`config.mk`:
```
export PLATFORM = sky130hd
export DESIGN_NAME = pd_dw_nr_pwr_acc
export DESIGN_NICKNAME = d
export VERILOG_FILES = /design/src/rtl/pd_dw_nr_pwr_acc.sv
export SDC_FILE = /design/constraint.sdc
export NUM_CORES = 2
export LEC_CHECK = 0
export CORE_MARGIN = 2
export CORE_UTILIZATION = 35
export CTS_BUF_LIST = sky130_fd_sc_hd__clkbuf_4
export DETAILED_ROUTE_END_ITERATION = 7
export GPL_TIMING_DRIVEN = 0
export PLACE_DENSITY = 0.59
export SYNTH_ARGS = -nofsm -noshare
export SYNTH_HDL_FRONTEND = slang
export SYNTH_SLANG_ARGS = --single-unit
```
`constraint.sdc`:
```
create_clock -name sys_clk -period 10.54 [get_ports sys_clk]
set_input_delay 2.108 -clock sys_clk [delete_from_list [all_inputs] [get_ports sys_clk]]
set_output_delay 2.108 -clock sys_clk [all_outputs]
set_load 0.01 [all_outputs]
```
`src/rtl/pd_dw_nr_pwr_acc.sv`:
```
// Per-symbol IQ power accumulator: squares each valid sample, integrates over an
// OFDM symbol and emits one bus write per symbol, addressed by symbol index in the frame.
//
// state | meaning
// IDLE  | disabled or waiting for the first frame head; samples dropped, nothing emitted
// RUN   | integrating the current symbol; each head emits the finished symbol
module pd_dw_nr_pwr_acc #(
  parameter int IQ_W    = 16,
  parameter int ACC_W   = 48,
  parameter int SYM_NUM = 1120,
  parameter int ADDR_W  = 11
) (
  input  logic                   sys_clk,
  input  logic                   sys_rst,
  input  logic                   i_en,
  input  logic                   i_valid,
  input  logic                   i_frame_head,
  input  logic                   i_sym_head,
  input  logic signed [IQ_W-1:0] i_data_i,
  input  logic signed [IQ_W-1:0] i_data_q,
  output logic                   o_we,
  output logic [ADDR_W-1:0]      o_addr,
  output logic [ACC_W-1:0]       o_din,
  output logic                   o_ovf,
  output logic                   o_frm_err
);

  localparam int SQ_W = 2 * IQ_W;
  localparam int P_W  = SQ_W + 1;
  localparam logic [ADDR_W-1:0] LAST_SYM = ADDR_W'(SYM_NUM - 1);

  typedef enum logic {
    IDLE = 1'b0,
    RUN  = 1'b1
  } state_t;

  state_t state, state_nxt;

  logic                   s1_en, s1_vld, s1_fh, s1_sh;
  logic signed [IQ_W-1:0] s1_i, s1_q;
  logic signed [SQ_W-1:0] s1_i_x, s1_q_x;

  logic                   s2_vld, s2_fh, s2_sh;
  logic signed [SQ_W-1:0] s2_sqi, s2_sqq;

  logic                   s3_vld, s3_fh, s3_sh;
  logic [P_W-1:0]         s3_p;

  logic [ACC_W-1:0]  acc, acc_nxt;
  logic [ADDR_W-1:0] sym_cnt, cnt_nxt;
  logic [ACC_W:0]    p_ext, sum;
  logic              we_nxt, ovf_nxt, err_nxt;
  logic [ADDR_W-1:0] addr_nxt;
  logic [ACC_W-1:0]  din_nxt;

  assign s1_i_x = SQ_W'(s1_i);
  assign s1_q_x = SQ_W'(s1_q);

  // Heads are qualified by valid and enable at the input so later stages only see real heads.
  always_ff @(posedge sys_clk or negedge sys_rst) begin
    if (!sys_rst) begin
      s1_en  <= 1'b0;
      s1_vld <= 1'b0;
      s1_fh  <= 1'b0;
      s1_sh  <= 1'b0;
      s1_i   <= '0;
      s1_q   <= '0;
    end else begin
      s1_en  <= i_en;
      s1_vld <= i_valid & i_en;
      s1_fh  <= i_valid & i_en & i_frame_head;
      s1_sh  <= i_valid & i_en & i_sym_head;
      s1_i   <= i_data_i;
      s1_q   <= i_data_q;
    end
  end

  // A low registered enable flushes everything already in S2/S3.
  always_ff @(posedge sys_clk or negedge sys_rst) begin
    if (!sys_rst) begin
      s2_vld <= 1'b0;
      s2_fh  <= 1'b0;
      s2_sh  <= 1'b0;
      s2_sqi <= '0;
      s2_sqq <= '0;
      s3_vld <= 1'b0;
      s3_fh  <= 1'b0;
      s3_sh  <= 1'b0;
      s3_p   <= '0;
    end else begin
      s2_vld <= s1_vld & s1_en;
      s2_fh  <= s1_fh & s1_en;
      s2_sh  <= s1_sh & s1_en;
      s2_sqi <= s1_i_x * s1_i_x;
      s2_sqq <= s1_q_x * s1_q_x;
      s3_vld <= s2_vld & s1_en;
      s3_fh  <= s2_fh & s1_en;
      s3_sh  <= s2_sh & s1_en;
      s3_p   <= {1'b0, s2_sqi} + {1'b0, s2_sqq};
    end
  end

  assign p_ext = {{(ACC_W + 1 - P_W){1'b0}}, s3_p};
  assign sum   = {1'b0, acc} + p_ext;

  always_comb begin
    state_nxt = state;
    acc_nxt   = acc;
    cnt_nxt   = sym_cnt;
    we_nxt    = 1'b0;
    addr_nxt  = o_addr;
    din_nxt   = o_din;
    ovf_nxt   = o_ovf;
    err_nxt   = o_frm_err;
    if (!s1_en) begin
      state_nxt = IDLE;
      acc_nxt   = '0;
      cnt_nxt   = '0;
    end else begin
      case (state)
        IDLE: begin
          if (s3_vld && s3_fh) begin
            state_nxt = RUN;
            acc_nxt   = p_ext[ACC_W-1:0];
            cnt_nxt   = '0;
          end
        end
        RUN: begin
          if (s3_vld) begin
            if (s3_fh || s3_sh) begin
              we_nxt   = 1'b1;
              addr_nxt = sym_cnt;
              din_nxt  = acc;
              acc_nxt  = p_ext[ACC_W-1:0];
            end
            if (s3_fh) begin
              cnt_nxt = '0;
            end else if (s3_sh) begin
              if (sym_cnt == LAST_SYM) begin
                cnt_nxt = '0;
                err_nxt = 1'b1;
              end else begin
                cnt_nxt = sym_cnt + ADDR_W'(1);
              end
            end else if (sum[ACC_W]) begin
              acc_nxt = '1;
              ovf_nxt = 1'b1;
            end else begin
              acc_nxt = sum[ACC_W-1:0];
            end
          end
        end
        default: state_nxt = IDLE;
      endcase
    end
  end

  always_ff @(posedge sys_clk or negedge sys_rst) begin
    if (!sys_rst) begin
      state     <= IDLE;
      acc       <= '0;
      sym_cnt   <= '0;
      o_we      <= 1'b0;
      o_addr    <= '0;
      o_din     <= '0;
      o_ovf     <= 1'b0;
      o_frm_err <= 1'b0;
    end else begin
      state     <= state_nxt;
      acc       <= acc_nxt;
      sym_cnt   <= cnt_nxt;
      o_we      <= we_nxt;
      o_addr    <= addr_nxt;
      o_din     <= din_nxt;
      o_ovf     <= ovf_nxt;
      o_frm_err <= err_nxt;
    end
  end

endmodule

```
; Word-level counts from Yosys, hierarchy flattened
; Cells that the tools add are included.
[classes]
addsub = 3
multipliers = 2
div_mod_pow = 0
n_lt_le_gt_ge = 0
eq_ne = 4
n_shift = 0
muxes = 22
n_bitwise = 12
n_reduce_logical = 7
[ops]
columns = cell, n
row1 = 48-bit two-way mux, 7
row2 = 48-bit case mux with 2 select lines, 1
row3 = 11-bit two-way mux, 6
row4 = 16-bit by 16-bit multiplier with 32-bit output, 2
row5 = 48-bit by 33-bit adder with 49-bit output, 1
row6 = 32-bit by 32-bit adder with 33-bit output, 1
row7 = 11-bit case mux with 2 select lines, 1
row8 = 6-bit AND reduction, 2
row9 = "11-bit by 1-bit adder with 11-bit output, second input constant", 1
row10 = "11-bit equality test, second input constant", 1
row11 = 1-bit bitwise AND, 9
row12 = 1-bit two-way mux, 7
row13 = "4-bit by 2-bit != test with 1-bit output, second input constant", 1
row14 = 4-bit AND reduction, 1
row15 = "3-bit by 2-bit != test with 1-bit output, second input constant", 1
row16 = "3-bit != test, second input constant", 1
row17 = 1-bit inverter, 3
row18 = 3-bit AND reduction, 1
row19 = 2-bit AND reduction, 1
row20 = 1-bit logical AND, 1
row21 = 1-bit logical OR, 1
[word_totals]
ff_bits = 261
latch_bits = 0
mem_bits_rw = 0
rom_bits = 0
output_inout_bits = 62
mem_count = 0

; Depth between registers and ports, before layout
[logic_depth]
word_depth = 7
ltp_mapped = 25

; Least setup slack after synthesis
; No wires, ideal clock.
[synth_path]
path_kind = register -> register
from = register s1_q[15]
to = register s2_sqq[31]
setup_ps = 80
arrival_time_ps = 6084
required_ps = 10460
path_slack_ps = 4376
stages_incl_launch_ff = 22
n_path_buf = 2
synth_period_minus_slack_ps = 6164
path_cell_list = dfrtp_1 clkbuf_1 buf_1 nand2_1 fa_1 inv_1 fa_1 fa_1 fa_1 fa_1 inv_1 fa_1 inv_1 ha_1 a21oi_1 nor3b_1 o2111ai_1 nand2_1 o2111ai_1 a31o_2 a21oi_1 xnor2_1
[synth_via]
elab_chain_len = 1
[synth_rtl]
columns = element, line
row1 = "start, declared", 40  ; logic signed [IQ_W-1:0] s1_i, s1_q;
row2 = "start signal, assigned", 74  ; s1_q <= i_data_q;
row3 = 16-bit by 16-bit multiplier with 32-bit output, 95  ; s2_sqq <= s1_q_x * s1_q_x;
row4 = "end signal, assigned", 95
row5 = "end, declared", 44  ; logic signed [SQ_W-1:0] s2_sqi, s2_sqq;
; No other way between the ends.
; A chain may end at the register's enable or synchronous reset.

; Worst setup path after layout
[layout_path]
from = register s1_q[5]
to = register s2_sqq[31]
; Same word-level chain as after synthesis.

==> results.yml <==
cts:
  cts_tree: "done"
  cts_hold_buf: 0
  cts_resized: 0
  cts-htree-levels: 3
  clk_pin_slew_ns: 0.06
  cts_setup_buffers: 0
  cts-root-buf: "clkbuf_4"
  clock_sink_count: 259
  clk_latency_ns: 0.85
  clock_path_buffers: 3
  cts_buffers: 78
yosys:
  avgSynthCellArea_um2: 9.469
  synthDistinctLibCells: 65
  netlist_instances: 3136
  synthXorXnorAreaFrac_pct: 4.100
  synth-seq-area-share_pct: 21.83
  yosysTopAreaCell: "fa_1"
  yosys-top-cells-count: "inv_1 (644), fa_1 (469), nand2_1 (384)"
  muxShareOfSynthArea_pct: 0.1011
  async_flop_share_pct: 100.0
  ys_ff_latch: 259
  synth-simple-area-share_pct: 12.86
  synth_top_family_by_area: "adder cells"
  synth_compound_area_share_pct: 9.729
  yosys-top-cells-area: "fa_1 (32%), dfrtp_1 (22%), ha_1 (10%)"
  syn-num-nets: 3888
  yosys.cell_count.top_type: "inv_1"
  synthFlopType: "dfrtp_1"
  netlist_area_um2: 29690
  synth_edf_count: 0
  synth_top_area_share_pct: 31.62
  yosys_warnings: 0
  synthAdderAreaFrac_pct: 41.94
route:
  top_layer_used: "met5"
  met1Wirelength_mm: 30.73
  drc_errors: 0
  drt-wirelength-per-cell_um: 15.93
  dr_wl_met2_mm: 36.08
  vias_per_cell: 4.732
  drt_iter0_markers: 941
  ant_nets: 0
  vias: 21330
  drtPass1Iterations: 5
  routed_wl_mm: 71.83
  wl_met3_mm: 3.452
layout:
  fin_nets: 4069
  drive_above_1_share_pct: 4.566
  fin_util_pct: 39.55
  fin_cells: 4508
  final_cell_area_um2: 33150
  area_delta_synth_final_pct: 11.63
setup_path:
  required_ns: 11.26
  r2r_slack_ns: 3.21
  worstPathArrival_ns: 8.05
  crit_path_max_fanout: 10
  timing.rr.end: "s2_sqq[31]$_DFF_PN0_"
  rr_startpoint: "s1_q[5]$_DFF_PN0_"
  crit_path_end_kind: "flop"
  ff2ff_path_depth: 21
  critical_path_class: "reg2reg"
  crit_path_start_kind: "flop"
grt:
  grt_pass1_vias: 23110
  grt.overflow.total: 0
  grt.total_usage_pct: 17.51
  grt_start_max_net_pins: 108
  antenna_found_initial: 4
  grt_pass1_wl_mm: 119.7
sta:
  setup_viol: 0
  hold_viol_final: 0
  fmax_mhz: 136.3
  skew_ns: 0.08914
  drv_slew: 0
  tightest_slew_ns: 1.434
  fin_crit_ns: 7.334
  grt_setup_unrepaired: "no"
  tns_ns: 0
  slew_headroom_pct: 3.681
  fin_crit_sh_pct: 69.58
flow_run:
  maxCapViolations: 0
floorplanning:
  dieArea_um2: 87190
  start_util_pct: 35.43
  rows: 106
  die_x_um: 295.3
  fp.dieH_um: 295.3
  core_um2: 83820
  io_pins: 100
min_path:
  min_path_type: "reg2reg"
  hp-start: "s1_fh$_DFF_PN0_"
  hold_end: "s2_fh$_DFF_PN0_"
  worstHoldPathCells: 1
place:
  dpl_cell_area_um2: 32160
  routabilityCongestion: 0.8701
  buffer_ports.inserted: 99
  dp.cells: 4371
  dpl.hpwl_mm: 59.07
outcome:
  status: "finished, final reports clean"
sequential cells by signal, summed over array words and instances (netlist names), 11 cells and up:
signal and flops:
s2_sqq 31, acc 48, s1_i 16, o_addr 11, s3_p 33, s2_sqi 31, sym_cnt 11, o_din 48
s1_q 16
through the flow:
step / setup WS, ns / hold slack [ns]
floorplan: 4.376 / 0.3727
global placement: -4.669 / 0.4358
detailed placement: 3.276 / 0.4452
CTS: 3.155 / 0.4593
global route: 2.745 / 0.4841
finish: 3.206 / 0.4564
worst max-delay path by stage:
stage	startpoint	to	slack (ns)	cells after the start
after floorplan	s1_q[15]$_DFF_PN0_	s2_sqq[31]$_DFF_PN0_	4.38	21
after CTS	s1_q[5]$_DFF_PN0_	s2_sqq[31]$_DFF_PN0_	3.15	21
after detailed placement	s1_q[5]$_DFF_PN0_	s2_sqq[31]$_DFF_PN0_	3.28	21
after global placement	sys_rst	s2_sqq[27]$_DFF_PN0_	-4.67	1
final	s1_q[5]$_DFF_PN0_	s2_sqq[31]$_DFF_PN0_	3.21	21
after global routing	s1_q[5]$_DFF_PN0_	s2_sqq[31]$_DFF_PN0_	2.74	21
placed cells by master (no fill, tap or decap), types with 17 or more instances in the layout:
cell / instances
nand2b_1: 22
and2_1: 100
o21ai_0: 83
clkdlybuf4s50_1: 98
inv_1: 644
o31ai_1: 32
nor3_1: 33
dfrtp_1: 259
xor2_1: 36
nor2b_1: 20
ha_1: 245
xnor2_1: 103
clkbuf_4: 103
a21o_1: 50
clkinv_1: 17
and3_1: 24
o21a_1: 21
a21oi_1: 109
nand2_1: 384
fa_1: 469
nand3_1: 52
nor2_1: 165
clkbuf_1: 84
worst max-delay path: stages (launching register included):
cell       delay, ns
dfrtp_1         0.32
clkbuf_1        0.48
clkbuf_1        0.58
nand2_1         0.23
fa_1            0.56
inv_1           0.07
fa_1            0.78
fa_1            0.53
fa_1            0.50
fa_1            0.50
inv_1           0.05
fa_1            0.48
inv_1           0.04
ha_1            0.36
a21oi_1         0.32
nor3b_1         0.26
o2111ai_1       0.24
nand2_1         0.16
o2111ai_1       0.19
a31o_2          0.27
a21oi_1         0.16
xnor2_1         0.13
layout make-up:
cell class              instances  area [um2]
fillers                      8512       50670
multi-input cells            2137       20410
flip-flops and latches        259        6481
inverters                     644        2417
well taps                    1134        1419
repair buffers                101        1051
clock buffers                 103       773.2
plain buffers                  96       385.4
clock inverters                33       206.4
diodes                          1       2.502
per-layer routing:
metal / up-vias / track usage (%)
met3: 99 / 2.909
met2: 410 / 30.76
li1: 10200 / -
met1: 10620 / 22.16
met4: 4 / 4.940
met5: - / 0
cell families after synthesis:
family | Yosys count
flip-flops | 259
adder cells (fa/ha/maj) | 714
XOR/XNOR | 139
multiplexers | 3
buffers and inverters | 740
AND/OR/NAND/NOR | 843
AO/OA/AOI/OAI | 438
Power is not shown: default switching activity piles up to over one toggle a cycle in this logic, so the estimate is an artifact.
